`src/rtl/nn_l1_pkg.sv`:
```
// nn_l1_pkg: shared constants, FSM state encoding and sign-extension helper
// for the layer-1 neuron accumulate/activate stage.
package nn_l1_pkg;

    localparam int LANES = 28;
    localparam int IN_W  = 18;
    localparam int ACC_W = 24;
    localparam int OUT_W = 8;
    localparam int CNT_W = $clog2(LANES);

    typedef enum logic [1:0] {
        IDLE = 2'd0,
        ACC  = 2'd1,
        FIN  = 2'd2,
        OUT  = 2'd3
    } state_t;

    function automatic logic signed [ACC_W-1:0] sext_in(input logic [IN_W-1:0] x);
        return {{(ACC_W-IN_W){x[IN_W-1]}}, x};
    endfunction

endpackage

```
`src/rtl/neuron_accum_act_if.sv`:
```
// neuron_accum_act_if: lane-bank input handshake and activation output
// handshake of the neuron accumulate/activate stage.
//   in_valid/in_ready/mac_in/bias : lane bank from the MAC array
//   out_valid/out_ready/out_data  : activation towards the layer-2 buffer
//   busy                          : stage is accumulating or finishing
// Modports: slave = the stage itself, master = the environment driving it.
interface neuron_accum_act_if;
    import nn_l1_pkg::*;

    logic                  in_valid;
    logic                  in_ready;
    logic [LANES*IN_W-1:0] mac_in;
    logic [IN_W-1:0]       bias;
    logic                  out_valid;
    logic                  out_ready;
    logic [OUT_W-1:0]      out_data;
    logic                  busy;

    modport slave (
        input  in_valid, mac_in, bias, out_ready,
        output in_ready, out_valid, out_data, busy
    );

    modport master (
        output in_valid, mac_in, bias, out_ready,
        input  in_ready, out_valid, out_data, busy
    );

endinterface

```
`src/rtl/neuron_accum_act_act_sat.sv`:
```
// act_sat: combinational activation with saturation, ACC_W -> OUT_W.
//   sum : signed accumulated value (lanes + bias)
//   act : activation result
// Build option NEURON_RELU_EN:
//   defined   -> ReLU clipped to 0..2^OUT_W-1, unsigned result
//   undefined -> signed clamp to -2^(OUT_W-1)..2^(OUT_W-1)-1, two's complement
module act_sat
    import nn_l1_pkg::*;
(
    input  logic signed [ACC_W-1:0] sum,
    output logic [OUT_W-1:0]        act
);

`ifdef NEURON_RELU_EN
    localparam logic signed [ACC_W-1:0] U_MAX = ACC_W'((1 << OUT_W) - 1);

    always_comb begin
        act = sum[OUT_W-1:0];
        if (sum < 0) begin
            act = '0;
        end else if (sum > U_MAX) begin
            act = '1;
        end
    end
`else
    localparam logic signed [ACC_W-1:0] S_MAX = ACC_W'((1 << (OUT_W-1)) - 1);
    // bitwise complement of 2^(n-1)-1 is -2^(n-1)
    localparam logic signed [ACC_W-1:0] S_MIN = ~S_MAX;

    always_comb begin
        act = sum[OUT_W-1:0];
        if (sum > S_MAX) begin
            act = {1'b0, {(OUT_W-1){1'b1}}};
        end else if (sum < S_MIN) begin
            act = {1'b1, {(OUT_W-1){1'b0}}};
        end
    end
`endif

endmodule

```
`src/rtl/neuron_accum_act.sv`:
```
// neuron_accum_act: captures one bank of LANES signed MAC results plus bias,
// reduces the lanes sequentially into a signed ACC_W sum, adds the bias,
// applies the activation (act_sat, NEURON_RELU_EN selects ReLU) and offers the
// result over a valid/ready handshake.
//   clk   : rising-edge clock
//   reset : synchronous active-low reset
//   bus   : neuron_accum_act_if.slave (lane bank in, activation out, busy)
//
// state | meaning
// IDLE  | in_ready high, waiting for a lane bank
// ACC   | adding lane[cnt] to acc, one lane per cycle
// FIN   | adding bias, registering the activation
// OUT   | holding out_valid/out_data until out_ready
module neuron_accum_act
    import nn_l1_pkg::*;
(
    input  logic                      clk,
    input  logic                      reset,
    neuron_accum_act_if.slave         bus
);

    state_t                   state_q, state_d;
    logic signed [ACC_W-1:0]  acc_q, acc_d;
    logic [CNT_W-1:0]         cnt_q, cnt_d;
    logic                     out_valid_q, out_valid_d;
    logic [OUT_W-1:0]         out_data_q, out_data_d;
    logic [LANES*IN_W-1:0]    mac_q, mac_d;
    logic [IN_W-1:0]          bias_q, bias_d;

    logic [IN_W-1:0]          lane_sel;
    logic signed [ACC_W-1:0]  sum_w;
    logic [OUT_W-1:0]         act_w;

    assign lane_sel = mac_q[int'(cnt_q)*IN_W +: IN_W];
    assign sum_w    = acc_q + sext_in(bias_q);

    act_sat u_act_sat (
        .sum (sum_w),
        .act (act_w)
    );

    always_comb begin
        state_d     = state_q;
        acc_d       = acc_q;
        cnt_d       = cnt_q;
        out_valid_d = out_valid_q;
        out_data_d  = out_data_q;
        mac_d       = mac_q;
        bias_d      = bias_q;
        case (state_q)
            IDLE: begin
                if (bus.in_valid) begin
                    mac_d   = bus.mac_in;
                    bias_d  = bus.bias;
                    acc_d   = '0;
                    cnt_d   = '0;
                    state_d = ACC;
                end
            end
            ACC: begin
                acc_d = acc_q + sext_in(lane_sel);
                if (cnt_q == CNT_W'(LANES-1)) begin
                    cnt_d   = '0;
                    state_d = FIN;
                end else begin
                    cnt_d = cnt_q + 1'b1;
                end
            end
            FIN: begin
                out_data_d  = act_w;
                out_valid_d = 1'b1;
                state_d     = OUT;
            end
            OUT: begin
                if (bus.out_ready) begin
                    out_valid_d = 1'b0;
                    state_d     = IDLE;
                end
            end
            default: state_d = IDLE;
        endcase
    end

    always_ff @(posedge clk) begin
        if (!reset) begin
            state_q     <= IDLE;
            acc_q       <= '0;
            cnt_q       <= '0;
            out_valid_q <= 1'b0;
            out_data_q  <= '0;
        end else begin
            state_q     <= state_d;
            acc_q       <= acc_d;
            cnt_q       <= cnt_d;
            out_valid_q <= out_valid_d;
            out_data_q  <= out_data_d;
        end
    end

    // lane bank is only read after a capture, so it needs no reset
    always_ff @(posedge clk) begin
        mac_q  <= mac_d;
        bias_q <= bias_d;
    end

    assign bus.in_ready  = (state_q == IDLE);
    assign bus.busy      = (state_q == ACC) || (state_q == FIN);
    assign bus.out_valid = out_valid_q;
    assign bus.out_data  = out_data_q;

endmodule

```
`src/flat_wrapper.sv`:
```
// flat-port wrapper written by rule: the top's interface ports become plain ports
module neuron_accum_act_flat import nn_l1_pkg::*;
  (clk, reset, bus_in_valid, bus_mac_in, bus_bias, bus_out_ready, bus_in_ready, bus_out_valid, bus_out_data, bus_busy);
  neuron_accum_act_if bus_i ();
  input  logic clk;
  input  logic reset;
  input wire logic [$bits(bus_i.in_valid)-1:0] bus_in_valid;
  input wire logic [$bits(bus_i.mac_in)-1:0] bus_mac_in;
  input wire logic [$bits(bus_i.bias)-1:0] bus_bias;
  input wire logic [$bits(bus_i.out_ready)-1:0] bus_out_ready;
  output wire logic [$bits(bus_i.in_ready)-1:0] bus_in_ready;
  output wire logic [$bits(bus_i.out_valid)-1:0] bus_out_valid;
  output wire logic [$bits(bus_i.out_data)-1:0] bus_out_data;
  output wire logic [$bits(bus_i.busy)-1:0] bus_busy;
  assign bus_i.in_valid = bus_in_valid;
  assign bus_i.mac_in = bus_mac_in;
  assign bus_i.bias = bus_bias;
  assign bus_i.out_ready = bus_out_ready;
  assign bus_in_ready = bus_i.in_ready;
  assign bus_out_valid = bus_i.out_valid;
  assign bus_out_data = bus_i.out_data;
  assign bus_busy = bus_i.busy;
  neuron_accum_act u_core (.clk(clk), .reset(reset), .bus(bus_i));
endmodule
```
`config.mk`:
```
export PLATFORM = sky130hd
export DESIGN_NAME = neuron_accum_act_flat
export DESIGN_NICKNAME = d
export VERILOG_FILES = /design/src/rtl/nn_l1_pkg.sv /design/src/rtl/neuron_accum_act_if.sv /design/src/rtl/neuron_accum_act_act_sat.sv /design/src/rtl/neuron_accum_act.sv /design/src/flat_wrapper.sv
export SDC_FILE = /design/constraint.sdc
export NUM_CORES = 1
export LEC_CHECK = 0
export BUFFER_PORTS_ARGS = -buffer_cell sky130_fd_sc_hd__buf_4
export CAP_MARGIN = 20
export CORE_ASPECT_RATIO = 0.5
export CORE_MARGIN = 2
export CORE_UTILIZATION = 59
export DETAILED_ROUTE_END_ITERATION = 8
export HOLD_SLACK_MARGIN = 0.06
export PLACE_DENSITY = 0.86
export SYNTH_ARGS = -nofsm -noshare
export SYNTH_HDL_FRONTEND = slang
export SYNTH_SLANG_ARGS = --single-unit
```
`constraint.sdc`:
```
create_clock -name clk -period 21.9 [get_ports clk]
set_input_delay 1.095 -clock clk [delete_from_list [all_inputs] [get_ports clk]]
set_output_delay 1.095 -clock clk [all_outputs]
set_load 0.01 [all_outputs]
```
# Word level (Yosys, flattened, before mapping)
# Cells that the tools add are included.
# Widths: inputs -> output; s select.
[totals]
register_bits = 562
in_bits = 526
output_inout_bits = 11
word_cells = 42
[classes]
add_sub_neg = 3
mul = 1
n_lt_le_gt_ge = 2
n_eq_ne = 7
n_shift = 1
muxes = 13
n_reduce_logical = 8
[ops]
columns = ["operator", "n"]
rows = [
  ["$shiftx 504x11->18", 1],
  ["$add 24x18->24", 2],
  ["$pmux 24 s2", 1],
  ["$gt 24x8->1 const B", 1],
  ["$lt 24x8->1 const B", 1],
  ["$mux 24", 1],
  ["$mux 8", 2],
  ["$mux 5", 2],
  ["$pmux 5 s2", 1],
  ["$mul 5x4->9 const B", 1],
  ["$pmux 2 s4", 1],
  ["$mux 2", 3],
  ["$reduce_and 2->1", 3],
  ["$add 5x1->5 const B", 1],
  ["$eq 5x5->1 const B", 1],
  ["$eq 2x2->1 const B", 2],
  ["$ne 2x2->1 const B", 2],
  ["$reduce_bool 2->1", 2],
  ["$reduce_and 3->1", 1],
  ["$eq 2x1->1 const B", 1],
  ["$logic_not 2->1", 1],
  ["$ne 2x1->1 const B", 1],
  ["$pmux 1 s2", 1],
  ["$logic_or 1x1->1", 1],
  ["$mux 1", 1],
]

# Longest topological paths before layout
[logic_depth]
ltp_word = 4
depth_mapped = 19
ltp_nobuf = 15

# By module
# Synthesis repeated with hierarchy kept, for this count alone.
[unflattened]
cells_unflattened = 1266
hier_area_um2 = 23620.2
[by_module_without_submodules]
columns = ["module", "n_inst", "cells_per_inst", "area_per_inst_um2", "seq_area_each_um2"]
rows = [
  ["neuron_accum_act", 1, 1248, 23456.2, 16475.8],
  ["act_sat", 1, 18, 163.9, 0.0],
]

# Worst setup path before layout
# Ideal clock, no wire load.
[synth_timing]
path_type = "in2reg"
startpoint = "in bus_in_valid"
endpoint = "reg u_core.acc_q[23]"
setup_ns = 0.121
arrival_ns = 14.709
required_ns = 21.779
slack_ns = 7.071
stages = 6
n_path_buf = 1
cell_sequence = "and2_1 > a21oi_1 > and2_1 > clkbuf_1 > a41o_1 > mux2_2"
[synth_via]
elab_chain_cells = 2
[synth_lines]
columns = ["element", "line_no", "source"]
rows = [
  ["start, declared", "flat_wrapper.sv:7", "input wire logic [$bits(bus_i.in_valid)-1:0] bus_in_valid;"],
  ["$ne 2x2->1 (no line)", "-", ""],
  ["$reduce_and 2->1 (no line)", "-", ""],
  ["end signal, assigned", "neuron_accum_act.sv:87", "acc_q <= '0;"],
  ["end signal, assigned", "neuron_accum_act.sv:93", "acc_q <= acc_d;"],
  ["end, declared", "neuron_accum_act.sv:23", "logic signed [ACC_W-1:0] acc_q, acc_d;"],
]
# Every way passes these cells.
# A chain may end at the register's enable or synchronous reset.

# Final worst setup path
[layout_timing]
startpoint = "reg u_core.cnt_q[0]"
endpoint = "reg u_core.acc_q[23]"
[layout_via]
elab_chain_cells = 4
[layout_lines]
columns = ["element", "line_no", "source"]
rows = [
  ["start, declared", "neuron_accum_act.sv:24", "logic [CNT_W-1:0] cnt_q, cnt_d;"],
  ["start signal, assigned", "neuron_accum_act.sv:94", "cnt_q <= cnt_d;"],
  ["$mul 5x4->9", "neuron_accum_act.sv:34", "assign lane_sel = mac_q[int'(cnt_q)*IN_W +: IN_W];"],
  ["$shiftx 504x11->18", "neuron_accum_act.sv:34", ""],
  ["$add 24x18->24", "neuron_accum_act.sv:61", "acc_d = acc_q + sext_in(lane_sel);"],
  ["$pmux 24 s2", "neuron_accum_act.sv:50", "case (state_q)"],
]
# Every way passes these cells.

==> out/results.tsv <==
metric	value	unit
outcome	complete, no violations	
HPWL Detailed	48500	µm
initial core utilization	59.5	%
fraction of the cycle the final worst path needs	30.2	%
CP startpoint kind	register	
Clock power frac	23.0	%
Setup CP Type	reg2reg	
worst vdd ir	0.111	mV
YS warnings	0	
Congestion Overflow GR	0	
routability cong.	0.911	
PwrDens	120	mW/mm²
Max Root-Sink Buffers	3	
Worst R2R End	u_core.acc_q[23]	
CP startpoint	u_core.cnt_q[0]	
Sink Count	562	
clock skew	23.4	ps
Clock H-tree levels	2	
P_int	2470	µW
fillcell total	2273	
synthesized area per cell	18.1	µm²
Worst Tran Pin Value	1130	ps
Worst setup endpoint	u_core.acc_q[23]	
Syn Nets	1895	
Setup Viol. Count Final	0	
Worst Reg2Reg Path Length in Cells	15	
Max Cap Violations	0	
Post-synth ARST share	0	%
post-synthesis cell area	0.0239	mm²
hold buffer count at cts	0	
RSZ-0062 raised after global routing	false	
Fin. Hold Viols	0	
reg-to-reg setup timing slack	15300	ps
Core ar.	0.0401	mm²
Reg power frac	45.9	%
switch share	31.2	%
Rel. slew slack	24.4	%
Place WS	15280	ps
min setup slack post-route	15300	ps
DIE AREA	0.0422	mm²
Die X	289	µm
Max Slew Vio Count	0	
P&R area growth vs syn	25.8	%
1st-pass router iterations	5	
Initial DRC Count	1611	
Worst-Skew Late Latency	580	ps
GRT Overall Usage	31.7	%
Yosys reg bits	562	
vias in the first global route	15300	
initial antenna violation count	13	
CP max FO	41	
row count	52	
num ports	537	
worst hold-check path type	reg2reg	
Setup Buffers After CTS	0	
CP endpoint kind	register	
Mapped Cells	1316	
detailed-route wire length per cell	27.2	µm
share of layout cells above drive strength 1	42.2	%
worst path required time	22360	ps
Max Freq	151	MHz
# resized after CTS	0	
most frequent cells in the layout	549 x buf_4, 522 x edfxtp_1, 144 x mux4_2	
number of remaining DRC errors	0	
routed vias/inst	6.15	
# nets final	2439	
sequential-to-total area share from yosys stat	69.0	%
Sw Pwr	1120	µW
Root Buffer	clkbuf_16	
Post-synth EDFFs	522	
Worst-path clk slew	70	ps
Final Critical Period	6600	ps
setup_tns	0	ps
most common cell after layout, fill and taps aside	buf_4	
TritonCTS clock tree	yes	
Reg-to-Reg Start	u_core.cnt_q[0]	
PortBufs	536	
Netlist cell types	61	
Logic pwr share	31.1	%
Main synth FF type	edfxtp_1	
Pleak	0.0112	µW
Routed WL	66600	µm
CTS Buf Count	47	
pin count of the biggest net entering global routing	89	
first-pass GRT wire length	95500	µm
Antenna Nets Post-Route	0	
CP Data Arrival Time	7060	ps
Die H	146	µm
DR vias	15100	
-- how the worst min path moves through the flow --
stage	start	end	slack, ps	cells after the start
after CTS	u_core.acc_q[21]	u_core.acc_q[21]	500	2
after detailed placement	u_core.acc_q[21]	u_core.acc_q[21]	490	2
after global placement	u_core.acc_q[21]	u_core.acc_q[21]	470	2
after global routing	u_core.acc_q[22]	u_core.acc_q[22]	520	2
final	u_core.acc_q[21]	u_core.acc_q[21]	490	2
after floorplan	u_core.acc_q[15]	u_core.acc_q[15]	460	2
-- sequential cells by signal (all words and copies together) (netlist names) --
name                  count
u_core.acc_q             24
u_core.bias_q            18
u_core.bus.out_data       8
u_core.bus.out_valid      1
u_core.cnt_q              5
u_core.mac_q            504
u_core.state_q            2
-- per-stage QoR --
step / std cells / total power [µW] / hold WS, ps / cell area (µm²) / utilization [%]
3_3_place_gp: 2349 / 2720 / 474 / 28500 / 70.9
5_1_grt: 2451 / 3750 / 522 / 30000 / 74.8
6_report: 2451 / 3600 / 492 / 30000 / 74.8
2_1_floorplan: 1316 / 2560 / 457 / 23900 / -
4_1_cts: 2436 / 3580 / 495 / 29900 / 74.6
3_5_place_dp: 2349 / 2760 / 485 / 28500 / 70.9
-- power groups by stage --
stage	Clock [µW]	Sequential (µW)	Combinational, µW
finish	827	1650	1120
detailed placement	0	1670	1090
CTS	832	1650	1100
global route	873	1670	1210
floorplan	0	1760	801
global placement	0	1650	1060
-- metal layers --
metal	share of wire [%]	track usage (%)
met1	34	39.4
met2	52	52.8
met3	9.9	8.22
met4	4.5	14.9
met5	0	0
-- worst max-delay path, cell delays in order, from the launching register on --
cell and delay, ps:
dfxtp_4 610, buf_4 720, buf_4 650, mux4_2 580, mux4_2 540, mux2_2 320, ha_1 300, a211oi_1 300
nor4_1 130, o21ai_0 380, a21boi_1 190, o31ai_1 460, a211oi_1 160, or4_1 520, a41o_1 260, mux2_2 250
-- logic make-up after synthesis --
| kind of cell | count (synthesis) | share of synthesized area, % |
|---|---|---|
| adders and majority gates | 53 | 2.84 |
| AOI/OAI and AO/OA | 210 | 5.97 |
| xor gates and xnor gates | 31 | 1.14 |
| DFF | 562 | 69.0 |
| muxes | 184 | 15.4 |
| buffers and inverters | 89 | 1.45 |
| and+or+nand+nor | 187 | 4.26 |
-- cell usage after synthesis, drive strengths merged (9+ instances only) --
library cell / instances / share of area [%]
dfxtp: 40 / 3.4
nor3: 9 / 0.21
and3: 12 / 0.31
xnor2: 22 / 0.81
a21oi: 41 / 0.87
xor2: 9 / 0.33
a22oi: 16 / 0.50
mux2i: 21 / 0.88
nand3: 18 / 0.38
buf: 22 / 0.39
nor2b: 23 / 0.60
o22ai: 25 / 0.65
o21a: 9 / 0.28
nor2: 23 / 0.36
nand2: 40 / 0.63
and2: 10 / 0.26
clkbuf: 34 / 0.53
ha: 51 / 2.7
edfxtp: 522 / 66
mux4: 144 / 14
mux2: 19 / 0.90
nand2b: 9 / 0.24
inv: 33 / 0.52
a21o: 16 / 0.50
o21ai: 31 / 0.70
-- area by class of cell --
| type | count | area [µm²] | area share [%] |
|---|---|---|---|
| sequential | 562 | 16500 | 54.9 |
| multi-input combinational | 665 | 7060 | 23.5 |
| timing repair buffer | 551 | 4180 | 13.9 |
| clock buffer | 62 | 1280 | 4.27 |
| tap | 540 | 676 | 2.25 |
| clock inverter | 25 | 193 | 0.642 |
| inverter | 33 | 124 | 0.412 |
| antenna | 13 | 32.5 | 0.108 |
Note: power is estimated with default switching activity, not from simulation.
